`config.mk`:
```
export PLATFORM = sky130hd
export DESIGN_NAME = rand_stall_sink
export DESIGN_NICKNAME = d
export VERILOG_FILES = /design/src/rtl/rand_synth_pkg.sv /design/src/rtl/lfsr_16.sv /design/src/rtl/rand_stall_sink.sv
export SDC_FILE = /design/constraint.sdc
export NUM_CORES = 1
export LEC_CHECK = 0
export BUFFER_PORTS_ARGS = -buffer_cell sky130_fd_sc_hd__buf_2
export CORE_ASPECT_RATIO = 1.25
export CORE_MARGIN = 2
export CORE_UTILIZATION = 61
export DETAILED_ROUTE_END_ITERATION = 16
export PLACE_DENSITY = 0.82
export RECOVER_POWER = 50
export SYNTH_ARGS = -nofsm -noshare
export SYNTH_HDL_FRONTEND = slang
export SYNTH_SLANG_ARGS = --single-unit
```
`constraint.sdc`:
```
create_clock -name clk_i -period 13.91 [get_ports clk_i]
set_input_delay 0 -clock clk_i [delete_from_list [all_inputs] [get_ports clk_i]]
set_output_delay 0 -clock clk_i [all_outputs]
set_load 0.01 [all_outputs]
```
`src/rtl/rand_synth_pkg.sv`:
```
// Shared types and helpers for the randomized-stall stream sink:
// the FSM state encoding and the 16-bit Galois LFSR step function.
package rand_synth_pkg;

  typedef enum logic [1:0] {
    ST_IDLE  = 2'd0,
    ST_WAIT  = 2'd1,
    ST_READY = 2'd2
  } stall_state_e;

  localparam int unsigned    LfsrWidth = 16;
  localparam logic [15:0]    LfsrTaps  = 16'hB400;
  localparam int unsigned    CntWidth  = 16;

  // One step of a right-shifting Galois LFSR: shift out bit 0 and, when it
  // was set, fold the tap mask into the shifted value.
  function automatic logic [LfsrWidth-1:0] lfsr_next(input logic [LfsrWidth-1:0] s);
    return (s >> 1) ^ (s[0] ? LfsrTaps : '0);
  endfunction

endpackage

```
`src/rtl/lfsr_16.sv`:
```
// Free-running 16-bit Galois LFSR. A zero seed would lock the register at
// zero forever, so it is replaced by 16'h0001.
module lfsr_16
  import rand_synth_pkg::*;
#(
  parameter logic [LfsrWidth-1:0] Seed = 16'hACE1
) (
  input  logic                 clk_i,
  input  logic                 rst_ni,
  input  logic                 en_i,
  output logic [LfsrWidth-1:0] state_o
);

  localparam logic [LfsrWidth-1:0] SeedEff = (Seed == '0) ? 16'h0001 : Seed;

  logic [LfsrWidth-1:0] state_q;

  // Advance the sequence every enabled cycle; reset re-seeds it.
  always_ff @(posedge clk_i or negedge rst_ni) begin
    // NOTE: sequential state uses <= so every flop samples pre-edge values.
    if (!rst_ni) begin
      state_q <= SeedEff;
    end else if (en_i) begin
      state_q <= lfsr_next(state_q);
    end
  end

  assign state_o = state_q;

endmodule

```
`src/rtl/rand_stall_sink.sv`:
```
// Valid/ready stream sink that stalls each beat for a pseudo-random number of
// cycles in [MinWait, MaxWait] before raising ready, and pulses proto_err_o
// when the source drops valid or changes data while the beat is stalled.
module rand_stall_sink
  import rand_synth_pkg::*;
#(
  parameter int unsigned          DataWidth = 32,
  parameter int unsigned          MinWait   = 0,
  parameter int unsigned          MaxWait   = 8,
  parameter logic [LfsrWidth-1:0] LfsrSeed  = 16'hACE1
) (
  input  logic                 clk_i,
  input  logic                 rst_ni,
  input  logic                 en_i,
  input  logic                 valid_i,
  input  logic [DataWidth-1:0] data_i,
  output logic                 ready_o,
  output logic                 ack_o,
  output logic [DataWidth-1:0] data_o,
  output logic [31:0]          xfer_cnt_o,
  output logic                 proto_err_o
);

  // The stall counter is 16 bits wide, so the wait range must fit in it.
  if (MinWait > MaxWait || MaxWait >= 32'd65536) begin : g_bad_wait_range
    $error("rand_stall_sink: need MinWait <= MaxWait < 65536");
  end

  localparam int unsigned Span = MaxWait - MinWait + 1;

  stall_state_e         state_q, state_d;
  logic [CntWidth-1:0]  cnt_q, cnt_d;
  logic                 ready_q, ready_d;
  logic [DataWidth-1:0] ref_q, ref_d;
  logic [DataWidth-1:0] data_q, data_d;
  logic [31:0]          xfer_q, xfer_d;
  logic                 ack_q, ack_d;
  logic                 perr_q, perr_d;

  logic [LfsrWidth-1:0] lfsr;
  logic [CntWidth-1:0]  draw;

  lfsr_16 #(
    .Seed (LfsrSeed)
  ) u_lfsr (
    .clk_i   (clk_i),
    .rst_ni  (rst_ni),
    .en_i    (1'b1),
    .state_o (lfsr)
  );

  // Stall length for a beat arriving now; folds to a constant when Span is 1.
  assign draw = CntWidth'(MinWait + (32'(lfsr) % Span));

  // Next-state and datapath decode for the IDLE -> WAIT -> READY beat cycle.
  always_comb begin
    // NOTE: every signal gets a default first, so no path can infer a latch.
    state_d = state_q;
    cnt_d   = cnt_q;
    ref_d   = ref_q;
    data_d  = data_q;
    xfer_d  = xfer_q;
    ack_d   = 1'b0;
    perr_d  = 1'b0;

    unique case (state_q)
      ST_IDLE: begin
        if (valid_i && en_i) begin
          ref_d   = data_i;
          cnt_d   = draw;
          state_d = (draw == '0) ? ST_READY : ST_WAIT;
        end
      end

      ST_WAIT: begin
        if (!valid_i) begin
          // Source withdrew the beat: flag it and forget the beat.
          perr_d  = 1'b1;
          cnt_d   = '0;
          state_d = ST_IDLE;
        end else begin
          if (data_i != ref_q) begin
            // Re-arm the reference so a single change reports only once.
            perr_d = 1'b1;
            ref_d  = data_i;
          end
          if (cnt_q == CntWidth'(1)) begin
            cnt_d   = '0;
            state_d = ST_READY;
          end else begin
            cnt_d = cnt_q - CntWidth'(1);
          end
        end
      end

      ST_READY: begin
        if (!valid_i) begin
          perr_d  = 1'b1;
          state_d = ST_IDLE;
        end else begin
          // ready is high here, so valid completes the handshake this edge.
          perr_d  = (data_i != ref_q);
          data_d  = data_i;
          xfer_d  = xfer_q + 32'd1;
          ack_d   = 1'b1;
          state_d = ST_IDLE;
        end
      end

      default: begin
        state_d = ST_IDLE;
        cnt_d   = '0;
      end
    endcase

    ready_d = (state_d == ST_READY);
  end

  // FSM state, stall counter and the registered ready flag.
  always_ff @(posedge clk_i or negedge rst_ni) begin
    if (!rst_ni) begin
      state_q <= ST_IDLE;
      cnt_q   <= '0;
      ready_q <= 1'b0;
    end else begin
      state_q <= state_d;
      cnt_q   <= cnt_d;
      ready_q <= ready_d;
    end
  end

  // Payload registers, beat counter and the one-cycle status pulses.
  always_ff @(posedge clk_i or negedge rst_ni) begin
    if (!rst_ni) begin
      ref_q  <= '0;
      data_q <= '0;
      xfer_q <= '0;
      ack_q  <= 1'b0;
      perr_q <= 1'b0;
    end else begin
      ref_q  <= ref_d;
      data_q <= data_d;
      xfer_q <= xfer_d;
      ack_q  <= ack_d;
      perr_q <= perr_d;
    end
  end

  assign ready_o     = ready_q;
  assign ack_o       = ack_q;
  assign data_o      = data_q;
  assign xfer_cnt_o  = xfer_q;
  assign proto_err_o = perr_q;

endmodule

```
* Word level (Yosys, flattened, before mapping) *
Cells that the tools add are included.
W data, S select, Z words.

storage, ports and cells
  input port bits = 36
  register bits after elaboration = 133
  logic and storage cells = 49

operators by class
  muxes and demuxes = 20
  bitwise gates (word level) = 2
  $add $sub $neg = 2
  div/mod/pow operators = 1
  equality and inequality tests = 8
  reduce and logical (&&, ||, !) cells = 7

operators by type and width
  cell                     number
  $mux W32                 3
  $mux W16                 4
  $pmux W32 S2             1
  $pmux W16 S3             1
  $add A32 B1 Y32 const B  1
  $mod A16 B4 Y32 const B  1
  $ne A32 B32 Y1           1
  $eq A16 B1 Y1 const B    1
  $logic_not A16 Y1        1
  $sub A16 B1 Y16 const B  1
  $xor A15 B16 Y16         1
  $mux W2                  4
  $ne A2 B2 Y1 const B     3
  $mux W1                  5
  $eq A2 B2 Y1 const B     2
  $pmux W2 S2              1
  $reduce_and A2 Y1        2
  $reduce_and A4 Y1        1
  $eq A2 B1 Y1 const B     1
  $logic_not A2 Y1         1
  $pmux W1 S2              1
  $reduce_bool A2 Y1       1
  $logic_and A1 B1 Y1      1
  $not A1 Y1               1

* Logic depth before layout (Yosys ltp) *
  depth after elaboration = 6
  mapped depth = 57
  mapped depth without buffers = 46

* Modules after synthesis *
From an unflattened synthesis, not the netlist that was laid out.

second synthesis, totals
  cell total of the unflattened synthesis = 1,304
  area total of the unflattened synthesis = 11,584.9 um^2

by module, submodules not included
  module           area each (um^2)  cells an instance  times used
  rand_stall_sink  10,929.2          1,264              1
  lfsr_16          655.6             40                 1

* Worst setup path after synthesis *
No wires, ideal clock.

  path type = register -> register
  from = register u_lfsr.state_q[13], in the netlist u_lfsr.state_o[13]
  to = register state_q[0]
  cell stages (with the launch flop) = 50
  required time = 13.789 ns
  slack = 2.021 ns
  arrival time = 11.768 ns
  path buffers = 5
  cell sequence = dfstp_2 > buf_2 > nor3_2 > inv_2 > ha_1 > o31ai_2 > and2_1 > buf_4 > xnor2_1 > o32ai_1 > mux2i_1 > or3_1 > buf_2 > o41ai_2 > o31a_2 > nor2_2 > a211o_1 > nor3_4 > (+14 left out) > clkbuf_1 > ha_1 > nand2b_1 > nor2_1 > mux2i_1 > a21oi_2 > nand2_1 > a211oi_2 > buf_6 > xnor2_1 > ha_1 > nand2_1 > mux2i_1 > o211ai_2 > nor4_1 > mux2_2 > a2111o_1 > o22a_1

on the way
  cells in the longest elaborated chain, start to end = 5

RTL lines
  element                 line                    RTL
  start, declared         lfsr_16.sv:16           logic [LfsrWidth-1:0] state_q;
  start signal, assigned  lfsr_16.sv:24           state_q <= lfsr_next(state_q);
  $mod A16 B4 Y32         rand_stall_sink.sv:53   assign draw = CntWidth'(MinWait + (32'(lfsr) % Span));
  $logic_not A16 Y1       rand_stall_sink.sv:71   state_d = (draw == '0) ? ST_READY : ST_WAIT;
  $mux W2                 rand_stall_sink.sv:71
  $mux W2                 rand_stall_sink.sv:68   if (valid_i && en_i) begin
  $pmux W2 S2             rand_stall_sink.sv:66   unique case (state_q)
  via state_d[0]          rand_stall_sink.sv:31   stall_state_e state_q, state_d;
  end signal, assigned    rand_stall_sink.sv:126  state_q <= state_d;
  end, declared           rand_stall_sink.sv:31

The timed path passes the listed nets, and every way through them passes these cells.
A chain may end at the register's enable or synchronous reset.

* Worst setup path after layout *
  from = register u_lfsr.state_q[15], in the netlist u_lfsr.state_o[15]
  to = register state_q[0]

The elaborated chain is that of the path after synthesis.

==> summary.txt <==
Run status
  • Status: complete, but fails checks
  • Violated checks: max-capacitance violations, max-slew violations

Power
  • Max IR drop VDD: 87.3 uV
  • Net Sw Frac: 0.341
  • Internal: 0.000814 W
  • Pwr Total: 0.00124 W
  • Logic pwr share: 0.222
  • Clock share of power: 0.353
  • P_sw: 0.000421 W
  • Sequential power share: 0.425
  • Leakage: 5.49 nW
  • Power density cells: 100 nW/um2

Synthesis
  • Synth Area in Adders: 0.0187
  • Top-area cell type share of the netlist area: 0.293
  • Post-synth EDFFs: 0
  • Post-synthesis compound-gate area fraction: 0.229
  • XOR/XNOR share of the synthesized area: 0.0997
  • Synthesized area: 10700 um2
  • Number of synthesized register bits: 133
  • Cells after Synth: 1260
  • Sequential area share after synthesis: 0.313
  • Post-synth cell types: 114
  • Post-Syn Area per Cell: 8.46 um2
  • Largest family of logic cells by synthesized area: simple AND/OR/NAND/NOR gates
  • Synth Area in Simple Gates: 0.258
  • Synth async-reset ratio: 1.00
  • Synth warn: 0
  • Cell accounting for the most synthesized area: dfrtp_1
  • Syn nets: 1307
  • Main flop type after synthesis: dfrtp_1
  • Ranking of synthesized cells by area: dfrtp_1 (29%), nand2_1 (7.1%), xnor2_1 (5.1%)
  • Multiplexer share of the synthesized area: 0.0492

Floorplan
  • Die area: 18600 um2
  • I/O Pins: 103
  • Core Area: 17300 um2
  • Die height: 152 um
  • Cell row count: 54
  • Initial core utilization: 0.617
  • Die extent in x: 122 um

GRT
  • Antenna violations before repair: 1
  • Largest net degree at the start of global routing: 69
  • GR Layer Usage met3: 0.0526
  • GRT Total Usage: 0.324
  • First-pass GRT wire length: 49600 um
  • Number of global-route vias before repair: 10.0k
  • GR Util met1: 0.407
  • GR Util met2: 0.543
  • Grt total ovfl: 0
  • Most Crowded Layer GR: met2

Drt
  • Drt total wl: 30600 um
  • Post-DR vias/cell: 6.45
  • Drt pass-1 iters: 5
  • Via count: 10.5k
  • First DRT Iteration DRCs: 963
  • Post-route DRC violation count: 0
  • Routed WL per cell: 18.8 um
  • Antenna Violating Nets Remaining: 0

Worst setup path
  • Crit. Startpoint: u_lfsr.state_o[15]
  • Number of buffers and inverters on the critical path: 1
  • Worst Path Max Fanout: 14
  • Reg2Reg Setup Slack: 0.93 ns
  • Worst flop-to-flop path endpoint: state_q[0]
  • Critical Setup Path Class: reg2reg
  • Critical Path Most Common Cell: nand2_1
  • Slowest stage cell on the critical path: dfstp_1
  • WP depth: 44
  • Critical path data required time: 14.21 ns
  • Worst setup EP type: register
  • Max incr delay on CP: 0.87 ns
  • Worst reg-to-reg path cell count: 44
  • WP data arrival: 13.28 ns
  • Family with the most delay on the worst path: simple AND/OR/NAND/NOR gates
  • CP endpoint: state_q[0]
  • FF-to-FF Start: u_lfsr.state_o[15]
  • Worst Setup Start Kind: register

Placed design
  • Placed Cells incl. Taps: 1549
  • Dpl hpwl: 20700 um
  • # port buffers: 102
  • Gpl congestion: 0.918

Clock network
  • Worst-Skew Late Latency: 0.42 ns
  • CTS H-tree depth: 4
  • Max Root-Sink Buffers: 2
  • Clock transition at path regs: 0.06 ns
  • CTS tree: done
  • Clock tree root buffer cell: clkbuf_16
  • Sink Count: 133
  • CTS Buf Count: 17

STA
  • Unrepaired setup endpoints after global routing: no
  • Min cycle time layout: 12.98 ns
  • Crit share post-route: 0.933
  • Hold Vio Cnt, Final: 0
  • Fmax: 77.0 MHz
  • Final setup vio count: 0
  • Skew final: 0.0175 ns
  • Final count of pins violating max slew: 172
  • Slew @ Worst Pin: 3.61 ns
  • Max-Slew Margin vs Limit: -1.40
  • Final setup TNS: 0 ns

Cells and area
  • Fraction of layout cells with a size suffix above 1: 0.152
  • Post-route non-filler standard cell count: 1627
  • Fin util: 0.714
  • Nets: 1436
  • Layout area overhead: 15.8%

Min path
  • Worst hold path type: in2reg

Run
  • Max-capacitance violation count: 3
layer usage:
metal,vias to the layer above,wire (um),part of all wire
met5,-,0,0
met4,0,1160,0.038
met3,87,1780,0.058
met2,439,15200,0.50
met1,5057,12500,0.41
li1,4913,-,-
synth_stat cells (5+ instances only):
cell and instances:
a211o_1 6, a211oi_1 15, a211oi_2 5, a21boi_0 5
a21o_1 11, a21oi_1 58, a22oi_1 7, a31oi_1 18
a41oi_1 7, and2_1 22, and3_1 19, buf_2 10
buf_4 5, clkbuf_1 30, dfrtp_1 125, dfstp_2 8
ha_1 11, inv_1 27, maj3_1 5, mux2_2 35
mux2i_1 13, nand2_1 201, nand2b_1 7, nand3_1 38
nand4_1 29, nand4b_1 6, nor2_1 84, nor2b_1 10
nor3_1 36, nor3_2 6, nor4_1 17, o211ai_1 12
o211ai_2 6, o21a_1 6, o21ai_0 54, o21ai_1 16
o21bai_1 7, o31ai_1 7, or2_2 11, or3_1 11
xnor2_1 62, xor2_1 52
logic make-up (layout without fill, tap and decap cells):
family / Yosys count / after routing
other: 0 / 1
adders and majority gates: 17 / 17
muxes: 48 / 48
buffers and inverters: 78 / 219
AOI/OAI and AO/OA: 329 / 330
xor gates and xnor gates: 118 / 118
and+or+nand+nor: 537 / 537
DFF: 133 / 133
cell type report:
type                            instances  area [um2]
Multi-Input combinational cell       1050        7120
Tap cell                              224         280
Timing Repair Buffer                  158         923
Sequential cell                       133        3340
Clock inverter                         15         153
Fill cell                            1322        4940
Clock buffer                           17         425
Antenna cell                            1        2.50
Inverter                               29         109
power by group through the flow:
| stage | clock network, W | registers, W | logic, W |
|---|---|---|---|
| 2_1_floorplan | 0 | 0.000539 | 0.000142 |
| 3_3_place_gp | 0 | 0.000519 | 0.000256 |
| 3_5_place_dp | 0 | 0.000524 | 0.000264 |
| 4_1_cts | 0.000441 | 0.000519 | 0.000278 |
| 5_1_grt | 0.000459 | 0.000533 | 0.000300 |
| 6_report | 0.000436 | 0.000526 | 0.000274 |
repair_timing:
item | 4_1_cts | 5_1_grt
gates resized for setup | 0 | 18
setup buffers | 0 | 10
endpoints found under the setup margin | 0 | 19
hold endpoints to repair | 132 | 0
hold buffers | 34 | 0
stage by stage:
stage	area [um2]	worst slack, ns	hold slack, ns
floorplan	10700	2.02	-0.296
global placement	11300	0.676	0.0322
detailed placement	11300	0.144	0.0322
CTS	12300	0.0696	0.0744
global route	12400	0.00828	0.117
finish	12400	0.930	0.116
worst reg2reg max path: cells and delay by family (launching register included):
kind / cells / cell delay [ns]
xor gates and xnor gates: 4 / 0.87
and+or+nand+nor: 18 / 5.29
adders and majority gates: 4 / 1.18
muxes: 2 / 0.43
buffers and inverters: 1 / 0.21
AOI/OAI and AO/OA: 15 / 4.05
DFF: 1 / 0.87
how the worst min path moves through the flow:
stage | end | start | depth (start not counted) | slack (ns)
after CTS | state_q[1] | en_i | 4 | 0.07
after global routing | state_q[1] | en_i | 4 | 0.12
after floorplan | ack_o | rst_ni | 0 | -0.30
after detailed placement | xfer_cnt_o[9] | rst_ni | 1 | 0.03
after global placement | xfer_cnt_o[9] | rst_ni | 1 | 0.03
final | state_q[1] | en_i | 4 | 0.12
registers in the layout, indices dropped and copies added, names as in the netlist:
name,flops
ack_o,1
cnt_q,16
data_o,32
proto_err_o,1
ready_o,1
ref_q,32
state_q,2
u_lfsr.state_o,16
xfer_cnt_o,32
layout by cell type, fill, tap and decap left out, types with 27 or more instances in the layout:
cell	netlist	routed
nor3_1	36	34
dlygate4sd3_1	0	34
clkbuf_1	30	70
nand3_1	38	38
nand2_1	201	201
a21oi_1	58	57
xnor2_1	62	61
o21ai_0	54	54
xor2_1	52	52
mux2_2	35	35
dfrtp_1	125	125
inv_1	27	27
nor2_1	84	84
nand4_1	29	29
buf_2	10	34
Note: power is estimated with default switching activity, not from simulation.
